### src/rtl/lfsr_burst_ctrl.sv
// Burst word generator: streams cmd_len words from a 26-bit LFSR
// over a valid/ready output, one step per accepted word.
module lfsr_burst_ctrl #(
  parameter int CNT_W = 8
) (
  input  logic             clk,
  input  logic             rst_n,
  input  logic             cmd_valid,
  output logic             cmd_ready,
  input  logic [1:26]      cmd_seed,
  input  logic [CNT_W-1:0] cmd_len,
  input  logic             abort,
  output logic             out_valid,
  input  logic             out_ready,
  output logic [1:26]      out_data,
  output logic             busy,
  output logic             done
);

  typedef enum logic [1:0] {
    S_IDLE,
    S_RUN,
    S_DONE
  } state_t;

  state_t           r_state;
  state_t           w_state_nxt;
  logic [1:26]      r_lfsr;
  logic [1:26]      w_lfsr_nxt;
  logic [1:26]      w_step;
  logic [1:26]      w_seed;
  logic [CNT_W-1:0] r_rem;
  logic [CNT_W-1:0] w_rem_nxt;

  // all-zero register would lock up; restart from bit 26
  always_comb begin
    if (r_lfsr == '0) begin
      w_step = 26'd1;
    end else begin
      w_step = {r_lfsr[26],
                r_lfsr[1] ^ r_lfsr[26],
                r_lfsr[2:6],
                r_lfsr[7] ^ r_lfsr[26],
                r_lfsr[8] ^ r_lfsr[26],
                r_lfsr[9:25]};
    end
  end

  assign w_seed = (cmd_seed == '0) ? 26'd1 : cmd_seed;

  always_comb begin
    w_state_nxt = r_state;
    w_lfsr_nxt  = r_lfsr;
    w_rem_nxt   = r_rem;
    unique case (r_state)
      S_IDLE: begin
        if (cmd_valid) begin
          w_lfsr_nxt  = w_seed;
          w_rem_nxt   = cmd_len;
          w_state_nxt = (cmd_len != '0) ? S_RUN : S_DONE;
        end
      end
      S_RUN: begin
        if (abort) begin
          w_state_nxt = S_IDLE;
        end else if (out_ready) begin
          w_lfsr_nxt = w_step;
          w_rem_nxt  = r_rem - CNT_W'(1);
          if (r_rem == CNT_W'(1)) begin
            w_state_nxt = S_DONE;
          end
        end
      end
      S_DONE: begin
        w_state_nxt = S_IDLE;
      end
      default: begin
        w_state_nxt = S_IDLE;
      end
    endcase
  end

  always_ff @(posedge clk or negedge rst_n) begin
    if (!rst_n) begin
      r_state <= S_IDLE;
      r_lfsr  <= '0;
      r_rem   <= '0;
    end else begin
      r_state <= w_state_nxt;
      r_lfsr  <= w_lfsr_nxt;
      r_rem   <= w_rem_nxt;
    end
  end

  // an abort landing in DONE cancels the completion pulse
  assign cmd_ready = (r_state == S_IDLE);
  assign out_valid = (r_state == S_RUN);
  assign busy      = (r_state != S_IDLE);
  assign done      = (r_state == S_DONE) && !abort;
  assign out_data  = r_lfsr;

endmodule
### config.mk
export PLATFORM = sky130hd
export DESIGN_NAME = lfsr_burst_ctrl
export DESIGN_NICKNAME = d
export VERILOG_FILES = /design/src/rtl/lfsr_burst_ctrl.sv
export SDC_FILE = /design/constraint.sdc
export NUM_CORES = 1
export LEC_CHECK = 0
export BUFFER_PORTS_ARGS = -buffer_cell sky130_fd_sc_hd__buf_2
export CELL_PAD_IN_SITES_DETAIL_PLACEMENT = 0
export CELL_PAD_IN_SITES_GLOBAL_PLACEMENT = 1
export CORE_MARGIN = 2
export CORE_UTILIZATION = 38
export CTS_CLUSTER_SIZE = 20
export DETAILED_ROUTE_END_ITERATION = 10
export HOLD_SLACK_MARGIN = 0.03
export PLACE_DENSITY = 0.94
export RECOVER_POWER = 25
export SLEW_MARGIN = 20
export SYNTH_ARGS = -nofsm -noshare
export SYNTH_HDL_FRONTEND = slang
export SYNTH_SLANG_ARGS = --single-unit
export TNS_END_PERCENT = 5
### constraint.sdc
create_clock -name clk -period 3 [get_ports clk]
set_clock_uncertainty 0.2 [all_clocks]
set_input_delay 0.3 -clock clk [delete_from_list [all_inputs] [get_ports clk]]
set_output_delay 0.3 -clock clk [all_outputs]
set_load 0.05 [all_outputs]
==> impl_metrics.tcl, run 1 <==
set metrics [dict create \
    outcome "completed" \
    critical_path_slowest_stage_cell "dfrtp_1" \
    synthArstFlopShare_pct 100 \
    post_drt_via_cell_ratio 5.29 \
    synth_seq_area_share_pct 45.6 \
    layout.nets 348 \
    num_rows 26 \
    length_of_the_first_detailed_routing_pass_in_iterations 4 \
    layout_worst_path_cycle_share_pct 71.5 \
    core_sq_mm 0.00507 \
    antenna_cells 0 \
    synth.avg_cell_area_sq_um 8.17 \
    powerDensity_mw_per_mm2 1250 \
    numClockSinks 36 \
    drtAntennaViolNets 0 \
    worstSetupStartpointType "flop" \
    grt_max_degree 47 \
    wl_final_um 5150 \
    tightest_slew_ns 0.805 \
    die_width_um 76.1 \
    detailroute.via_count 1999 \
    clk_pin_slew_worst_paths_ns 0.08 \
    irDropWorstVdd_mv 0.551 \
    min-delay-path-class "input port to flop" \
    post_synth_num_cell_types 34 \
    drc 0 \
    placed_cells 369 \
    timing.setup.tns_ns 0 \
    maxSlewHeadroom_pct 46.3 \
    hold_viol 0 \
    cell_by_cell_trace_of_the_critical_path "nand2b_1 -> inv_1 -> buf_2" \
    rsz_0062_raised_after_global_routing "false" \
    grt_pass1_vias 1868 \
    synth_top_flop_cell "dfrtp_1" \
    gpl.final_weighted_congestion 0.762 \
    max-clock-path-buffers 2 \
    die_y_extent_um 76.1 \
    reg2reg_slack_ns 1.01 \
    worst_skew_pair.late_latency_ns 0.29 \
    area_delta_synth_final_pct 24.9 \
    worstSetupPathType "flop to output pin" \
    timing.reg2reg.worst_path_depth 5 \
    grt_antenna_before_repair 0 \
    end_kind "output pin" \
    final_worst_path_setup_slack_ns 0.854 \
    synth.yosys.warnings 0 \
    number_of_h_tree_branching_levels 2 \
    count_of_flip_flops_with_a_built_in_enable_after_synthesis 0 \
    worst-path-max-fanout 14 \
    die_area_sq_mm 0.00580 \
    number_of_buffers_inserted_during_clock_tree_synthesis 5 \
    clock-root-buffer "clkbuf_8" \
    syn_nets 283 \
    port_buffers 68 \
    postCtsSetupBuffers 0 \
    grt_pass1_wl_um 8900 \
    static-leakage-power_nw 1.10 \
    synthesis.area_sq_mm 0.00198 \
    cts_tree "done" \
    final_cells 378 \
    synth.ff_latch_count 36 \
    maxCapViolations 0 \
    boundaryPins 69 \
    critical-path-max-stage-delay_ns 0.46 \
    globalRouteOverflowTotal 0 \
    cp.arrival_ns 1.65 \
    critPathRequiredTime_ns 2.50 \
    hpwlAfterDp_um 3750 \
    pre_cts_ws_ns 0.987 \
    post_cts.resized_instances 0 \
    setup_viol_count_final 0 \
    whs_path_depth 3 \
    min_cycle_time_layout_ns 2.15 \
    grt_usage_pct 19.1 \
    drive_gt1_share_pct 25.6 \
    post_synth_inst_count 242 \
    fmaxAchievable_mhz 466 \
    drt_iter0_drc 161 \
    final_max_slew_viol_count 0 \
    avgRoutedWirePerCell_um 13.6 \
    initial_cell_density_of_the_core_pct 39.0 \
    cts_hold_buffers 1 \
]
==> stage by stage <==
| step | utilization (%) | cell area (sq um) | hold WS [ns] | power [mW] |
|---|---|---|---|---|
| 2_1_floorplan | - | 1980 | -0.196 | 2.32 |
| 3_3_place_gp | 46.7 | 2370 | 0.246 | 2.72 |
| 3_5_place_dp | 46.7 | 2370 | 0.245 | 2.74 |
| 4_1_cts | 48.8 | 2470 | 0.0591 | 3.11 |
| 5_1_grt | 48.7 | 2470 | 0.0676 | 3.32 |
| 6_report | 48.7 | 2470 | 0.0633 | 3.09 |
==> layout by cell type, fill, tap and decap left out, types with 2 or more instances in the layout <==
cell type	Yosys	routed
o2bb2ai_1	2	2
o21ai_1	8	8
buf_4	0	4
a21oi_1	7	7
nand4_1	2	2
nand2_1	51	51
and2_1	2	2
clkbuf_8	0	6
a211oi_1	2	2
nor3_1	2	2
o211ai_1	2	2
ha_1	2	2
nand3_1	2	2
xnor2_1	3	3
nand2b_1	2	2
nor2_1	36	36
clkbuf_1	3	5
nor3b_1	3	3
a21o_1	2	2
o21ai_0	5	5
nor4_1	15	15
nand3b_1	2	2
a22oi_1	2	2
or2_1	2	2
dfrtp_1	36	36
buf_2	12	64
inv_1	5	5
a31oi_1	23	23
==> flip-flops by register name, indices dropped and copies added (netlist names) <==
name,cells
out_data,26
r_rem,8
r_state,2
==> routing by layer <==
metal	wire, um	share of wire [%]	vias up	GRT usage, %
met2	2380	46	65	30.0
met4	114	2.2	0	8.00
met1	2320	45	932	25.6
met3	335	6.5	8	4.03
met5	0	0	-	0
li1	-	-	994	-
==> cell families after synthesis <==
logic type | count (synthesis) | share of synthesized area, %
AO/OA/AOI/OAI | 60 | 19.6
buffers and inverters | 20 | 4.56
flip-flops | 36 | 45.6
AND/OR/NAND/NOR | 121 | 27.7
XOR/XNOR | 3 | 1.33
adder cells (fa/ha/maj) | 2 | 1.27
==> synthesized netlist by cell type (3+ instances only) <==
| library cell | instances | share of area, % |
|---|---|---|
| clkbuf_1 | 3 | 0.57 |
| buf_2 | 12 | 3.0 |
| a21oi_1 | 7 | 1.8 |
| nor3b_1 | 3 | 1.1 |
| nand2_1 | 51 | 9.7 |
| dfrtp_1 | 36 | 46 |
| nor2_1 | 36 | 6.8 |
| nor4_1 | 15 | 4.7 |
| inv_1 | 5 | 0.95 |
| o21ai_0 | 5 | 1.3 |
| a31oi_1 | 23 | 7.3 |
| o21ai_1 | 8 | 2.0 |
| xnor2_1 | 3 | 1.3 |
==> area by class of cell <==
type / count / area [sq um]
fillers: 524 / 2610
multi-input cells: 186 / 993
flip-flops and latches: 36 / 901
repair buffers: 73 / 375
well taps: 70 / 87.6
clock buffers: 7 / 86.3
inverters: 5 / 18.8
clock inverters: 1 / 7.51
==> where the power goes <==
part,internal [mW],switching (mW),leakage [nW]
clock network,0.187,0.175,0.0445
registers,0.718,0.281,0.414
logic,0.478,1.25,0.639
total,1.38,1.70,1.10
==> worst max-delay path, delay by kind of cell, from the launching register on <==
kind,cells,cell delay (ns)
DFF,1,0.46
and+or+nand+nor,1,0.19
buffers and inverters,2,0.71
==> path summary, 6_finish.rpt <==
path                              startpoint      endpoint
worst max-delay path              r_state[1]     out_valid
worst min-delay path            cmd_seed[24]  out_data[24]
worst max register to register    r_state[0]  out_data[16]
worst min register to register      r_rem[3]      r_rem[3]
max in group asynchronous              rst_n  out_data[17]
min in group asynchronous              rst_n  out_data[15]
Power figures use the tool's default switching activity.
==> run 2, diff against run 1 <==
--- a/config.mk
+++ b/config.mk
@@ -9,11 +9,11 @@
 export CELL_PAD_IN_SITES_DETAIL_PLACEMENT = 0
 export CELL_PAD_IN_SITES_GLOBAL_PLACEMENT = 1
 export CORE_MARGIN = 2
-export CORE_UTILIZATION = 38
+export CORE_UTILIZATION = 35
 export CTS_CLUSTER_SIZE = 20
 export DETAILED_ROUTE_END_ITERATION = 10
 export HOLD_SLACK_MARGIN = 0.03
-export PLACE_DENSITY = 0.94
+export PLACE_DENSITY = 0.88
 export RECOVER_POWER = 25
 export SLEW_MARGIN = 20
 export SYNTH_ARGS = -nofsm -noshare
==> constraint.sdc (replaced) <==
create_clock -name clk -period 2.18 [get_ports clk]
set_clock_uncertainty 0.2 [all_clocks]
set_input_delay 0.218 -clock clk [delete_from_list [all_inputs] [get_ports clk]]
set_output_delay 0.218 -clock clk [all_outputs]
set_load 0.05 [all_outputs]
==> run 2 against run 1 <==
Setup slack lost 0.66 ns; clock power grew 66%; clock-buffer cell count decreased by 2; first-iteration DRC count decreased by 25%; power increased by 43%; sequential power up 38%; hold slack got worse by 0.037 ns; final cell count increased by 6.9%; final area up 11%; utilization grew 1.5 points.
==> impl_metrics.tcl, run 2 (synthesis results as in run 1) <==
set metrics [dict create \
    final_max_slew_viol_count 0 \
    boundaryPins 69 \
    worstSetupPathType "flop to output pin" \
    avgRoutedWirePerCell_um 13.8 \
    grt_antenna_before_repair 0 \
    critPathRequiredTime_ns 1.76 \
    mostFrequentLayoutCell "nand2_1" \
    area_delta_synth_final_pct 38.8 \
    grt_max_degree 47 \
    die_area_sq_mm 0.00627 \
    largest_register_ff_count 26 \
    fmaxAchievable_mhz 503 \
    grt_usage_pct 18.3 \
    length_of_the_first_detailed_routing_pass_in_iterations 4 \
    initial_cell_density_of_the_core_pct 36.1 \
    die_y_extent_um 79.2 \
    maxSlewHeadroom_pct 37.7 \
    globalRouteOverflowTotal 0 \
    post_drt_via_cell_ratio 5.12 \
    setup_viol_count_final 0 \
    worst-path-max-fanout 10 \
    worst_skew_pair.late_latency_ns 0.30 \
    layout.nets 372 \
    clk_pin_slew_worst_paths_ns 0.08 \
    cts_hold_buffers 24 \
    placed_cells 372 \
    cp.arrival_ns 1.57 \
    grt_pass1_vias 1966 \
    final_cells 404 \
    cell_by_cell_trace_of_the_critical_path "nand2b_1 -> inv_1 -> buf_2" \
    number_of_buffers_inserted_during_clock_tree_synthesis 5 \
    timing.setup.tns_ns 0 \
    drive_gt1_share_pct 19.3 \
    drc 0 \
    post_cts.resized_instances 0 \
    die_width_um 79.2 \
    wl_final_um 5560 \
    min_cycle_time_layout_ns 1.99 \
    largest_delay_contributor_family_on_the_critical_path "buffers and inverters" \
    number_of_h_tree_branching_levels 2 \
    timing.critical_path.buf_inv 2 \
    layout_worst_path_cycle_share_pct 91.3 \
    clock-root-buffer "clkbuf_8" \
    detailroute.via_count 2069 \
    num_rows 27 \
    end_kind "output pin" \
    maxCapViolations 0 \
    irDropWorstVdd_mv 0.770 \
    hold_viol 0 \
    min-delay-path-class "input port to flop" \
    hpwlAfterDp_um 3940 \
    critical_path_slowest_stage_cell "dfrtp_1" \
    gpl.final_weighted_congestion 0.769 \
    rsz_0062_raised_after_global_routing "false" \
    numClockSinks 36 \
    tightest_slew_ns 0.935 \
    finalPower_mw 4.42 \
    postCtsSetupBuffers 0 \
    drt_iter0_drc 120 \
    grt_pass1_wl_um 8960 \
    cts_tree "done" \
    drtAntennaViolNets 0 \
    worstSetupStartpointType "flop" \
    port_buffers 68 \
    max-clock-path-buffers 2 \
    outcome "completed" \
    antenna_cells 0 \
    powerDensity_mw_per_mm2 1610 \
    layout.cells.most_common_list "nand2_1 (51), buf_2 (46), nor2_1 (36), dfrtp_1 (36), dlygate4sd3_1 (24)" \
    core_sq_mm 0.00547 \
    critical-path-max-stage-delay_ns 0.45 \
    static-leakage-power_nw 1.18 \
]
## run 2: cell types whose count changed in the layout (fill, tap and decap cells not counted), sizes merged
cell / before / now
dlygate4sd3: 1 / 24
buf: 68 / 51
clkbuf: 11 / 27
bufinv: 0 / 1
clkinv: 0 / 1
## run 2: worst min-delay path, delay by kind of cell
kind            cells  cell delay [ns]
compound gates      2             0.17
buf+inv             1             0.10
## run 2: path summary, 6_finish.rpt
path	from	end	slack [ns]	cells after the start
worst min register to register	r_rem[3]	r_rem[3]	0.33	1
worst min-delay path	cmd_seed[2]	out_data[2]	0.03	3
min in group asynchronous	rst_n	r_rem[1]	0.40	2
worst max-delay path	r_state[1]	out_valid	0.19	3
max in group asynchronous	rst_n	out_data[17]	0.80	2
worst max register to register	r_state[1]	out_data[26]	0.38	6
## run 2: where the power goes
group	internal, mW	switching [mW]	leakage [nW]
sequential	0.988	0.392	0.414
combinational	0.699	1.74	0.712
clock	0.339	0.262	0.0541
## run 2: per-layer routing
| metal | vias up | track usage (%) | wire length, um |
|---|---|---|---|
| li1 | 1037 | - | - |
| met1 | 969 | 22.7 | 2540 |
| met2 | 53 | 30.4 | 2640 |
| met3 | 10 | 3.98 | 255 |
| met4 | 0 | 7.93 | 115 |
| met5 | - | 0 | 0 |
## run 2: cell type report
class                           count  area [sq um]
Inverter                            5          18.8
Timing Repair Buffer               97           629
Tap cell                           72          90.1
Clock inverter                      3          42.5
Fill cell                         550          2730
Sequential cell                    36           901
Multi-Input combinational cell    186           993
Clock buffer                        5          68.8
## run 2: stage by stage
| stage | area [sq um] | setup WS, ns | utilization, % | hold slack, ns |
|---|---|---|---|---|
| CTS | 2770 | 0.198 | 50.6 | 0.0350 |
| detailed placement | 2420 | 0.402 | 44.2 | 0.164 |
| floorplan | 1980 | 0.162 | - | -0.278 |
| finish | 2740 | 0.190 | 50.1 | 0.0262 |
| global placement | 2420 | 0.421 | 44.2 | 0.164 |
| global route | 2740 | 0.113 | 50.1 | 0.0374 |
==> run 3, diff against run 2 <==
--- a/config.mk
+++ b/config.mk
@@ -9,11 +9,11 @@
 export CELL_PAD_IN_SITES_DETAIL_PLACEMENT = 0
 export CELL_PAD_IN_SITES_GLOBAL_PLACEMENT = 1
 export CORE_MARGIN = 2
-export CORE_UTILIZATION = 35
+export CORE_UTILIZATION = 32
 export CTS_CLUSTER_SIZE = 20
 export DETAILED_ROUTE_END_ITERATION = 10
 export HOLD_SLACK_MARGIN = 0.03
-export PLACE_DENSITY = 0.88
+export PLACE_DENSITY = 0.85
 export RECOVER_POWER = 25
 export SLEW_MARGIN = 20
 export SYNTH_ARGS = -nofsm -noshare
==> constraint.sdc (replaced) <==
create_clock -name clk -period 1.8 [get_ports clk]
set_clock_uncertainty 0.2 [all_clocks]
set_input_delay 0.18 -clock clk [delete_from_list [all_inputs] [get_ports clk]]
set_output_delay 0.18 -clock clk [all_outputs]
set_load 0.05 [all_outputs]
==> run 3 against run 2 <==
Critical path type unchanged; hold slack barely moved; clock-buffer cell count did not move; flip-flop and latch count unchanged; final area increased by 6.7%; largest cell class unchanged; die area increased by 8.9%; power rose by 26%; non-clock buffer count increased by 14; sequential power grew 20%.
==> impl_metrics.tcl, run 3 (synthesis results as in run 1) <==
set metrics [dict create \
    outcome "completed" \
    startpoint_of_the_worst_hold_path "cmd_seed[9]" \
    netSwitchingPower_mw 2.92 \
    numClockSinks 36 \
    maxSlewHeadroom_pct 40.2 \
    antenna_cells 0 \
    timing.reg2reg.worst_path_depth 4 \
    irDropWorstVdd_mv 1.09 \
    gpl.final_weighted_congestion 0.855 \
    globalRouteOverflowTotal 0 \
    wl_final_um 5800 \
    multiInputGateArea_sq_mm 0.00101 \
    layout_worst_path_cycle_share_pct 94.1 \
    largest_register_ff_count 26 \
    powerDensity_mw_per_mm2 1900 \
    grt_max_degree 37 \
    clock-root-buffer "clkbuf_8" \
    die_area_sq_mm 0.00682 \
    hold_viol 0 \
    register_area_sq_um 902 \
    boundaryPins 69 \
    whs_path_depth 3 \
    rr_startpoint "r_rem[3]" \
    length_of_the_first_detailed_routing_pass_in_iterations 4 \
    avgRoutedWirePerCell_um 13.8 \
    stdcell_area_sq_mm 0.00293 \
    min-delay-path-class "input port to flop" \
    power.sequential.fraction_pct 29.8 \
    power.share.combinational_pct 57.5 \
    fillers 608 \
    min_cycle_time_layout_ns 1.69 \
    worst-path-max-fanout 9 \
    fmaxAchievable_mhz 590 \
    fin_util_pct 49.2 \
    area_delta_synth_final_pct 48.1 \
    cts_tree "done" \
    mostFrequentLayoutCell "buf_2" \
    min_to "out_data[9]" \
    place_area_sq_mm 0.00250 \
    grt_pass1_wl_um 9430 \
    tightest_slew_ns 0.898 \
    die_width_um 82.6 \
    die_y_extent_um 82.6 \
    port_buffers 68 \
    core_sq_mm 0.00596 \
    share_clk_of_total_power_pct 12.7 \
    drt_iter0_drc 100 \
    end_kind "output pin" \
    setup_viol_count_final 0 \
    clk_pin_slew_worst_paths_ns 0.07 \
    worstSetupPathType "flop to output pin" \
    worstReg2RegEnd "r_state[0]" \
    cp.arrival_ns 1.31 \
    critPathRequiredTime_ns 1.42 \
    drc 0 \
    postCtsSetupBuffers 0 \
    grt_antenna_before_repair 0 \
    crit_path_start "r_state[1]" \
    hpwlAfterDp_um 4170 \
    worstSetupStartpointType "flop" \
    worst_skew_pair.late_latency_ns 0.29 \
    power_report.internal_total_mw 2.65 \
    number_of_h_tree_branching_levels 2 \
    power_switching_share_pct 52.4 \
    layout.cells.most_common_list "buf_2 (67), nand2_1 (51), nor2_1 (35), dfrtp_1 (35), dlygate4sd3_1 (29)" \
    post_drt_via_cell_ratio 5.08 \
    max-clock-path-buffers 2 \
    grt_pass1_vias 2056 \
    reg2reg_slack_ns 0.11 \
    initial_cell_density_of_the_core_pct 33.2 \
    drive_gt1_share_pct 28.9 \
    grt_usage_pct 17.9 \
    static-leakage-power_nw 1.30 \
    detailroute.via_count 2139 \
    drtAntennaViolNets 0 \
    final_max_slew_viol_count 0 \
    layout.nets 386 \
    num_rows 28 \
    number_of_buffers_inserted_during_clock_tree_synthesis 5 \
    maxCapViolations 0 \
]
run 3: worst max-delay path: stages, from the launching register on:
cell      delay (ns)
dfrtp_1         0.37
nand2b_2        0.22
inv_1           0.10
buf_4           0.17
buf_6           0.17
run 3: final cells by class:
cell class,count,share of cell area [%]
clock buffer,5,2.35
clock inverter,3,1.45
inverter,5,0.641
multi-input combinational,186,34.6
sequential,36,30.8
tap,75,3.21
timing repair buffer,111,27.0
run 3: stage by stage:
step	TNS, ns	setup slack [ns]	hold slack [ns]	total power [mW]	std cells
final	0	0.106	0.0266	5.57	421
after global routing	-0.0268	-0.0268	0.0517	5.96	421
after CTS	0	0.0194	0.0355	5.57	421
after detailed placement	0	0.108	0.0546	4.80	384
after global placement	0	0.154	0.0527	4.76	384
after floorplan	-0.388	-0.173	-0.316	3.87	242
run 3: timing repair:
item	CTS	global route
hold endpoints to repair	64	0
gates resized for setup	1	6
hold buffers	29	0
endpoints found under the setup margin	1	8
pin swaps	0	0
run 3: power groups by stage:
stage          Clock, mW  Combinational, mW  Sequential [mW]
3_5_place_dp           0               3.15             1.66
2_1_floorplan          0               1.32             2.56
3_3_place_gp           0               3.11             1.65
4_1_cts            0.723               3.20             1.65
5_1_grt            0.761               3.48             1.72
6_report           0.707               3.20             1.66
run 3: routing by layer:
| metal | vias up | track usage, % | share of wire (%) |
|---|---|---|---|
| met5 | - | 0 | 0 |
| met4 | 0 | 5.41 | 0.97 |
| met3 | 5 | 3.04 | 5.0 |
| met2 | 59 | 30.4 | 50 |
| met1 | 1010 | 23.4 | 44 |
| li1 | 1065 | - | - |
run 3: worst max-delay path by stage:
stage / end / depth (start not counted)
floorplan: done / 1
global route: r_state[0] / 4
global placement: out_data[21] / 6
finish: out_valid / 4
CTS: out_valid / 4
detailed placement: r_rem[6] / 6
